`src/rtl/alu_control_unit.sv`:
```
// alu_control_unit
// Sequencing FSM plus 16-bit registered ALU for the 8-register teaching core.
// One instruction per run transaction walks IDLE -> LOAD -> EXEC -> CAPT ->
// WRITE -> DONE -> IDLE, strobing en_s (LOAD), en_c (CAPT), en_reg (WRITE)
// and done (DONE). Every transition, the ir load and the ALU update only
// happen on edges that sample run = 1; otherwise everything holds.
//
// Optional build macro: ALU_SELFCHECK_EN
//   When defined, a simulation-only checker recomputes each ALU result from
//   the previous cycle's operands and sel and prints "ALU mismatch" with the
//   operands, sel and both results on any disagreement. It never touches the
//   outputs. When undefined, the checker is absent and nothing is printed.

module alu_control_unit (
  input  logic        clk,
  input  logic        reset,
  input  logic        run,
  input  logic [15:0] instruction,
  input  logic [15:0] in_a,
  input  logic [15:0] in_b,
  output logic        en_s,
  output logic        en_c,
  output logic [7:0]  en_reg,
  output logic        done,
  output logic [15:0] alu_out
);

  typedef enum logic [2:0] {
    IDLE  = 3'd0,
    LOAD  = 3'd1,
    EXEC  = 3'd2,
    CAPT  = 3'd3,
    WRITE = 3'd4,
    DONE  = 3'd5
  } state_t;

  state_t      state;
  state_t      next_state;
  logic [15:0] ir;

  // Instruction fields, always taken from the held copy in ir
  logic [2:0]  ir_rx;
  logic [2:0]  ir_sel;
  logic [1:0]  ir_fmt;
  logic        ir_writes_reg;

  // Ry and imm8 travel to the core through in_b, so this block never reads them
  logic        unused_ir_bits;

  assign ir_rx          = ir[15:13];
  assign ir_sel         = ir[4:2];
  assign ir_fmt         = ir[1:0];
  assign ir_writes_reg  = (ir_fmt != 2'b11);
  assign unused_ir_bits = ^ir[12:5];

  // Pure ALU function shared by the datapath register and the optional checker
  function automatic logic [15:0] alu_compute(input logic [15:0] a,
                                              input logic [15:0] b,
                                              input logic [2:0]  sel);
    logic [15:0] r;
    r = 16'h0000;
    case (sel)
      3'd0:    r = a + b;
      3'd1:    r = a - b;
      3'd2:    r = a & b;
      3'd3:    r = a | b;
      3'd4:    r = a ^ b;
      3'd5:    r = a << b[3:0];
      3'd6:    r = a >> b[3:0];
      3'd7:    r = ~a;
      default: r = 16'h0000;
    endcase
    return r;
  endfunction

  // One-hot write enable for the destination register
  function automatic logic [7:0] reg_decode(input logic [2:0] idx);
    logic [7:0] onehot;
    onehot = 8'h00;
    onehot[idx] = 1'b1;
    return onehot;
  endfunction

  // The sequence is a fixed ring; there are no branches out of it
  always_comb begin
    next_state = IDLE;
    case (state)
      IDLE:    next_state = LOAD;
      LOAD:    next_state = EXEC;
      EXEC:    next_state = CAPT;
      CAPT:    next_state = WRITE;
      WRITE:   next_state = DONE;
      DONE:    next_state = IDLE;
      default: next_state = IDLE;
    endcase
  end

  // State, instruction register and registered strobes advance together on run
  always_ff @(posedge clk or posedge reset) begin
    if (reset) begin
      state  <= IDLE;
      ir     <= 16'h0000;
      en_s   <= 1'b0;
      en_c   <= 1'b0;
      done   <= 1'b0;
      en_reg <= 8'h00;
    end else if (run) begin
      state <= next_state;
      if (state == IDLE) begin
        ir <= instruction;
      end
      en_s   <= (next_state == LOAD);
      en_c   <= (next_state == CAPT);
      done   <= (next_state == DONE);
      en_reg <= ((next_state == WRITE) && ir_writes_reg) ? reg_decode(ir_rx) : 8'h00;
    end
  end

  // ALU result register updates on every run edge regardless of state
  always_ff @(posedge clk or posedge reset) begin
    if (reset) begin
      alu_out <= 16'h0000;
    end else if (run) begin
      alu_out <= alu_compute(in_a, in_b, ir_sel);
    end
  end

`ifdef ALU_SELFCHECK_EN
  logic [15:0] chk_a;
  logic [15:0] chk_b;
  logic [2:0]  chk_sel;
  logic        chk_valid;
  logic [15:0] chk_expect;

  assign chk_expect = alu_compute(chk_a, chk_b, chk_sel);

  // Remember the operands behind each ALU update and compare one edge later
  always @(posedge clk or posedge reset) begin
    if (reset) begin
      chk_a     <= 16'h0000;
      chk_b     <= 16'h0000;
      chk_sel   <= 3'd0;
      chk_valid <= 1'b0;
    end else if (run) begin
      if (chk_valid && (alu_out !== chk_expect)) begin
        $display("ALU mismatch: a=%h b=%h sel=%0d expected=%h got=%h",
                 chk_a, chk_b, chk_sel, chk_expect, alu_out);
      end
      chk_a     <= in_a;
      chk_b     <= in_b;
      chk_sel   <= ir_sel;
      chk_valid <= 1'b1;
    end
  end
`endif

endmodule

```
`config.mk`:
```
export PLATFORM = sky130hd
export DESIGN_NAME = alu_control_unit
export DESIGN_NICKNAME = d
export VERILOG_FILES = /design/src/rtl/alu_control_unit.sv
export SDC_FILE = /design/constraint.sdc
export NUM_CORES = 1
export LEC_CHECK = 0
export CELL_PAD_IN_SITES_DETAIL_PLACEMENT = 2
export CELL_PAD_IN_SITES_GLOBAL_PLACEMENT = 2
export CORE_MARGIN = 5
export CORE_UTILIZATION = 30
export CTS_CLUSTER_DIAMETER = 150
export DETAILED_ROUTE_END_ITERATION = 7
export PLACE_DENSITY_LB_ADDON = 0.1
export SLEW_MARGIN = 20
export SYNTH_ARGS = -nofsm -noshare
export SYNTH_HDL_FRONTEND = slang
export SYNTH_SLANG_ARGS = --single-unit
```
`constraint.sdc`:
```
create_clock -name clk -period 3.4 [get_ports clk]
set_clock_uncertainty 0.1 [all_clocks]
set_input_delay 0.51 -clock clk [delete_from_list [all_inputs] [get_ports clk]]
set_output_delay 0.51 -clock clk [all_outputs]
set_load 0.03 [all_outputs]
```
* Word level (Yosys, flattened, before mapping)
Cells that the tools add are included.
Word-level totals: output and inout port bits 27, register bits 46, logic and storage cells 43, bits of input ports 51
Cells by class: add/subtract/negate cells 2, equality and inequality tests 16, multiplexer cells 5, bitwise logic cells 4, shifts and indexed selects 2, $lt $le $gt $ge 2, reductions and logical operators 5
Operators by type and width (count):
- $pmux W16 S8 | 1
- $eq A3 B3 Y1 const B | 7
- $add A16 B16 Y16 | 1
- $and A16 B16 Y16 | 1
- $not A16 Y16 | 1
- $or A16 B16 Y16 | 1
- $shl A16 B4 Y16 | 1
- $shr A16 B4 Y16 | 1
- $sub A16 B16 Y16 | 1
- $xor A16 B16 Y16 | 1
- $eq A3 B2 Y1 const B | 5
- $pmux W3 S5 | 1
- $eq A3 B1 Y1 const B | 3
- $mux W8 | 1
- $logic_not A3 Y1 | 2
- $lt A3 B4 Y1 const B | 1
- $demux W1 S3 | 1
- $ge A3 B1 Y1 const B | 1
- $logic_and A1 B1 Y1 | 2
- $ne A2 B2 Y1 const B | 1
- $reduce_and A2 Y1 | 1
- $mux W1 | 1

* Longest topological paths before layout
Gate-level depths: netlist (run 1).
word-level depth 5, mapped depth 17, depth with buffers taken out 13

* Least setup slack after synthesis (run 1)
OpenSTA, ideal clock, no wires.
path type input-to-reg, start input in_b[0], end register alu_out[11], stages 14, slack -203 ps, buffers on the path 3, arrival 3376 ps, data required time 3174 ps, setup time 126 ps, cell sequence buf_2 -> buf_2 -> buf_2 -> inv_1 -> ha_1 -> nand2_1 -> nand2_1 -> xnor2_1 -> ha_1 -> a2111oi_0 -> a211oi_1 -> nor3_1 -> nor3_1 -> o32a_1
On the way: longest elaborated chain between the ends 2, elaborated cells between the ends (all ways) 5, those cells by class add/sub: 2; shift: 2; mux: 1
RTL lines:
- from (decl) | line 20 | input logic [15:0] in_b,
- $sub A16 B16 Y16 (tied with other cells) | line 64 | 3'd1: r = a - b;
- $pmux W16 S8 (*) | line 62 | case (sel)
- to (signal assigned) | line 124 | alu_out <= alu_compute(in_a, in_b, ir_sel);
- to (decl) | line 25 | output logic [15:0] alu_out
Every way passes the cells marked *; elsewhere a longest branch is shown, timed or not. A chain may end at the register's enable or synchronous reset.

* Worst setup path in the final report (run 1)
start input in_b[3], end register alu_out[15]
Same word-level chain as after synthesis.

==> summary.md, run 1 <==
| Metric | Value |
|---|---|
| Die Span Y | 139 um |
| Register share of total power | 0.161 |
| Initial Util | 0.304 |
| Rel. slew slack | 0.470 |
| Critical path class | in -> reg |
| Net Switching | around 2.4 mW |
| Final instance area | 6830 sq um |
| Peak VDD IR | roughly 0.34 mV |
| TritonCTS clock tree | done |
| RSZ-0062 raised after global routing | true |
| First-pass GRT wire length | 36.3 mm |
| FP Rows | between 40 and 50 |
| Worst Path Buf+Inv | 2 |
| Net Sw Frac | 0.487 |
| Max FFs per register | 16 |
| Buffers added on ports | 69 |
| Synth Instances | 619 |
| Status | finished clean |
| Detailed Route WL | approximately 23 mm |
| Inserted Clock Buffers | 5 |
| WL per Instance | approximately 24 um |
| Reg2reg start | ir[3] |
| Post-synthesis register bit count | 38 |
| Iter 0 DRT Violations | 231 |
| Worst-path cell chain | dlygate4sd2_1 -> nor4_4 -> nand2_2 -> buf_4 -> nor3_1 -> a21oi_1 -> xnor2_1 -> ha_1 -> a21oi_1 -> o21ai_0 -> a221o_1 -> a31oi_2 -> xnor2_1 -> a21boi_1 |
| Top post-synthesis cells by count | nor2_1, ha_1, inv_1, dfrtp_1, nand2_1 |
| Predominant post-synthesis flop cell | dfrtp_1 |
| Antenna viol nets, final | 0 |
| Clk sinks | 38 |
| Gr usage total | 0.238 |
| Syn. warnings | 0 |
| Leak | 2.96 nW |
| Pre-antenna DRT Iters | 4 |
| Depth of the CTS H-tree | 2 |
| Setup Viol. Count Final | 0 |
| Critical Path Slowest Stage Cell | nor4_4 |
| PwrDens | between 700 and 800 nW/um^2 |
| DRC Markers | 0 |
| WP data required | 3.48 ns |
| Crit path arrival time | between 3 and 4 ns |
| Crit path max-delay family | compound AO/OA/AOI/OAI gates |
| Detail Placement HPWL | 18.7 mm |
| Sequential-to-total area share from yosys stat | 0.191 |
| Slew Limit Fails | 0 |
| Cell depth of the worst min-delay path | 1 |
| CORE AREA | between 15000 and 20000 sq um |
| Routed wl met3 | roughly 1.0 mm |
| I/O pin total | 78 |
| Startpoint of the worst hold path | en_reg[5] |
| Pwr Total | around 5.0 mW |
| Cell variety after synth | between 60 and 70 |
| Highest fanout seen on the critical path | 4 |
| Via count | about 5500 |
| Number of synthesized flops with an enable pin | 0 |
| Instance count on the critical path | 14 |
| Mapped Area | 4980 sq um |
| R2r endpoint | alu_out[11] |
| Final #Nets | between 800 and 900 |
| Vias in the first global route | between 6000 and 7000 |
| Yosys top cell by area | dfrtp_1 |
| MaxCap Viol Count | 0 |
| DP Area | roughly 6500 sq um |
| Synth Area per Inst | about 8.0 sq um |
| CP endpoint kind | flip-flop |
| Largest net degree at the start of global routing | 47 |
| Reg2Reg Depth | 13 |
| Initial antenna violation count | 0 |
| Full die area | 19300 sq um |
| Antenna cell count | 0 |
| Async SR Flop Fraction | 1.00 |
| CTS Buffer Depth | 2 |
| Min Tclk post-route | 3.29 ns |
| Post-Syn Nets | between 700 and 800 |
| Slew @ Worst Pin | between 0.7 and 0.8 ns |
| Synth area leaders | dfrtp_1, ha_1, mux4_2 |
| Combinational power share | 0.728 |
| Clk pin slew, worst setup/hold paths | 0.06 ns |
| Root buf cell | clkbuf_16 |
| DRT met1 WL | approximately 10 mm |
| Global route overflow | 0 |
| Final Cycle Share | 0.969 |
| Via density | 5.68 |
| Hold endpoint | en_reg[5] |
| Startpoint Class | primary input |
| Final Util | 0.417 |
| GP Congestion | 0.903 |
| Clock latency on the worst-skew pair | 0.29 ns |
| Area Overhead vs Synth | 37.2% |
| Most numerous cell in the Yosys netlist | nor2_1 |
| Max stage delay on crit path | ~0.42 ns |
| Final Hold Fails | 0 |
| Proportion of netlist area held by the largest area contributor | 0.191 |
| Chip width | roughly 140 um |
| Fraction of layout cells with a size suffix above 1 | 0.219 |
| Hold Path Class | reg -> reg |
| Metal2 WL | 11.7 mm |
| P_int | 2.54 mW |
| R2R setup slack | 0.23 ns |
| Fmax | approximately 300 MHz |
| Max layer used | met4 |
| Clk pwr share | 0.111 |
==> worst reg2reg max path, delay by kind of cell (launching register included) <==
| family | cells | cell delay [ns] |
|---|---|---|
| AND/OR/NAND/NOR | 4 | 1.11 |
| AO/OA/AOI/OAI | 5 | 0.68 |
| flip-flops | 1 | 0.39 |
| buffers and inverters | 2 | 0.36 |
| adder cells (fa/ha/maj) | 1 | 0.28 |
| XOR/XNOR | 1 | 0.22 |
==> cell usage in the layout, fill, tap and decap left out, types with 7 or more instances in the layout <==
cell / count
o2bb2ai_1: 8
o221ai_1: 11
nor3_1: 27
mux2_2: 13
a211oi_1: 17
mux2i_1: 23
o21ai_0: 22
nand3_1: 8
mux4_2: 13
nor2_1: 73
clkdlybuf4s50_1: 61
nand2b_1: 7
inv_1: 41
a22oi_1: 8
buf_4: 97
ha_1: 46
a21oi_1: 33
dfrtp_1: 38
a21o_1: 8
nand2_1: 34
xnor2_1: 16
or3_1: 8
==> per-layer routing <==
| metal | global-route usage | vias up |
|---|---|---|
| met5 | 0 | - |
| met4 | 0.0566 | 0 |
| met3 | 0.0307 | 29 |
| met2 | 0.422 | 126 |
| met1 | 0.308 | 2802 |
| li1 | - | 2549 |
==> power by group through the flow <==
stage	Clock (mW)	Combinational [mW]	Sequential, mW
floorplan	0	1.73	0.992
global placement	0	3.32	0.792
detailed placement	0	3.45	0.804
CTS	0.565	3.54	0.802
global route	0.588	3.88	0.827
finish	0.551	3.61	0.799
==> repair_timing <==
action / 4_1_cts / 5_1_grt
buffers inserted: 0 / 3
endpoints found under the setup margin: 9 / 10
pin swaps: 1 / 11
gates resized for setup: 20 / 25
gates cloned: 0 / 0
hold buffers: 0 / 0
==> kinds of logic after synthesis <==
group	after synthesis	share of synthesized area
xor gates and xnor gates	20	0.0352
buffers and inverters	89	0.0701
DFF	38	0.191
AOI/OAI and AO/OA	185	0.265
adders and majority gates	50	0.127
muxes	49	0.134
and+or+nand+nor	188	0.177
==> area by class of cell <==
cell class / instances / area, sq um
multi-input cells: 492 / 3840
clock inverters: 1 / 30.0
inverters: 46 / 173
well taps: 220 / 275
flip-flops and latches: 38 / 951
fillers: 1815 / 9570
clock buffers: 6 / 139
repair buffers: 166 / 1430
==> through the flow <==
| stage | instances | TNS, ns | hold slack (ns) | setup slack [ns] |
|---|---|---|---|---|
| after detailed placement | 959 | -5.83 | 0.374 | -0.713 |
| final | 969 | 0 | 0.384 | 0.107 |
| after floorplan | 619 | 0 | 0.381 | 0.0275 |
| after global routing | 969 | -0.155 | 0.406 | -0.106 |
| after global placement | 959 | -4.11 | 0.362 | -0.529 |
| after CTS | 966 | -0.0449 | 0.390 | -0.0449 |
==> worst max path at each step <==
stage,start,end
after detailed placement,in_b[3],alu_out[15]
after floorplan,in_b[0],alu_out[15]
final,in_b[3],alu_out[15]
after global routing,in_b[3],alu_out[15]
after global placement,in_b[3],alu_out[13]
after CTS,in_b[6],alu_out[15]
Note: power is estimated with default switching activity, not from simulation.
==> inputs of run 2 (changes only) <==
MAX_ROUTING_LAYER = met4   (was not set)
==> run 2 against run 1 <==
Compared with the run above: critical path depth shrank 2; clock-buffer cell count is the same; combinational power is essentially flat; non-clock buffer count grew 4; setup slack gained 0.0098 ns; die area is the same; total power shrank 0.83%; clock power shrank 9.4%; global-route usage grew 0.38 points; flip-flop and latch count is the same; fmax grew 0.30%; critical path type unchanged.
==> summary.md, run 2 (synthesis results as in run 1) <==
| Metric | Value |
|---|---|
| Status | finished clean |
| Slew @ Worst Pin | ~0.70 ns |
| Max stage delay on crit path | roughly 0.48 ns |
| Detailed Route WL | about 23 mm |
| GP Congestion | 0.926 |
| Vias in the first global route | between 6000 and 7000 |
| WP data required | 3.49 ns |
| Worst Path Buf+Inv | 2 |
| Rel. slew slack | 0.530 |
| CTS Buffer Depth | 2 |
| Clk sinks | 38 |
| Hold Slack | ~0.38 ns |
| PwrDens | around 720 nW/um^2 |
| Iter 0 DRT Violations | 337 |
| Largest net degree at the start of global routing | between 40 and 50 |
| Via density | roughly 5.7 |
| Antenna viol nets, final | 0 |
| Reg area | 951 sq um |
| Critical Path Slowest Stage Cell | clkdlybuf4s50_1 |
| Antenna cell count | 0 |
| Setup Viol. Count Final | 0 |
| Peak VDD IR | approximately 0.28 mV |
| Crit path max-delay family | compound AO/OA/AOI/OAI gates |
| Critical path class | in -> reg |
| Most frequent cells in the layout | buf_4, nor2_1, clkdlybuf4s50_1 |
| CP endpoint kind | flip-flop |
| I/O pin total | 78 |
| Final #Nets | roughly 850 |
| DP Area | 6500 sq um |
| Via count | approximately 5600 |
| Gr usage total | 0.242 |
| DRC Markers | 0 |
| Die Span Y | around 140 um |
| Pre-antenna DRT Iters | 5 |
| Min Tclk post-route | 3.28 ns |
| Highest fanout seen on the critical path | 4 |
| Leak | ~3.0 nW |
| Final Cycle Share | 0.966 |
| Final Hold Fails | 0 |
| RSZ-0062 raised after global routing | true |
| CORE AREA | between 15000 and 20000 sq um |
| Global route overflow | 0 |
| Max FFs per register | 16 |
| Detail Placement HPWL | around 18 mm |
| Pwr Total | between 4 and 5 mW |
| Fill count | roughly 1800 |
| First-pass GRT wire length | around 36 mm |
| Buffers added on ports | slightly below 70 |
| Multi-input logic area | 3830 sq um |
| Hold Path Class | reg -> reg |
| Worst-path cell chain | clkdlybuf4s50_1 -> buf_4 -> or2_2 -> o21ai_1 -> xnor2_1 -> ha_2 -> o21a_1 -> o31ai_4 -> a21oi_2 -> nor2_1 -> xor2_1 -> a311oi_1 |
| Crit path arrival time | around 3.4 ns |
| WL per Instance | 23.7 um |
| Clock latency on the worst-skew pair | ~0.30 ns |
| Startpoint Class | primary input |
| Initial antenna violation count | 0 |
| Chip width | 139 um |
| Area Overhead vs Synth | 37.7% |
| TritonCTS clock tree | done |
| Hold buffer count at cts | 0 |
| FP Rows | 47 |
| Clk pin slew, worst setup/hold paths | 0.06 ns |
| Inserted Clock Buffers | 5 |
| Root buf cell | clkbuf_16 |
| Final instance area | 6860 sq um |
| Fraction of layout cells with a size suffix above 1 | 0.224 |
| Leading cell type in the layout, fill and taps excluded | buf_4 |
| MaxCap Viol Count | 0 |
| Fmax | 305 MHz |
| Slew Limit Fails | 0 |
| Full die area | 19300 sq um |
| Depth of the CTS H-tree | 2 |
| Initial Util | 0.304 |
run 2: area by class of cell:
cell class / instances / area share
multi-input cells: 492 / 0.559
repair buffers: 170 / 0.215
flip-flops and latches: 38 / 0.139
well taps: 220 / 0.0401
inverters: 46 / 0.0252
clock buffers: 6 / 0.0203
clock inverters: 2 / 0.00182
run 2: repair_timing:
action | in CTS | in global routing
setup buffers | 1 | 4
pin swaps | 1 | 5
endpoints found under the setup margin | 9 | 10
resized for setup | 17 | 28
run 2: worst min-delay path: stages, from the launching register on:
cell	delay, ns
dfrtp_1	0.34
nand2_1	0.05
o31ai_1	0.05
run 2: path summary, 6_finish.rpt:
kind | cells after the start | endpoint | from | slack (ns)
max | 12 | alu_out[10] | in_b[2] | 0.12
min reg2reg | 2 | alu_out[4] | alu_out[4] | 0.38
max reg2reg | 13 | alu_out[5] | ir[3] | 0.24
max in group asynchronous | 3 | en_reg[7] | reset | 2.02
min in group asynchronous | 2 | alu_out[11] | reset | 0.53
min | 2 | alu_out[4] | alu_out[4] | 0.38
run 2: metrics by stage:
step	setup TNS, ns	instances	setup WS (ns)	util
global route	-0.0861	974	-0.0373	0.418
detailed placement	-5.05	961	-0.589	0.396
floorplan	0	619	0.0275	-
CTS	0	970	0.00428	0.410
finish	0	974	0.117	0.418
global placement	-2.99	961	-0.432	0.396
run 2: layer usage:
layer	GRT usage	vias up	part of all wire
met5	-	-	0
met4	0.0520	0	0.022
met3	0.0290	31	0.040
met2	0.415	149	0.49
met1	0.308	2838	0.44
li1	-	2561	-
run 2: report_power, final:
group	leakage (nW)	internal, mW	switching, mW	total, mW
registers	0.469	0.637	0.159	0.795
clock network	0.0729	0.291	0.208	0.499
logic	2.44	1.56	2.06	3.62
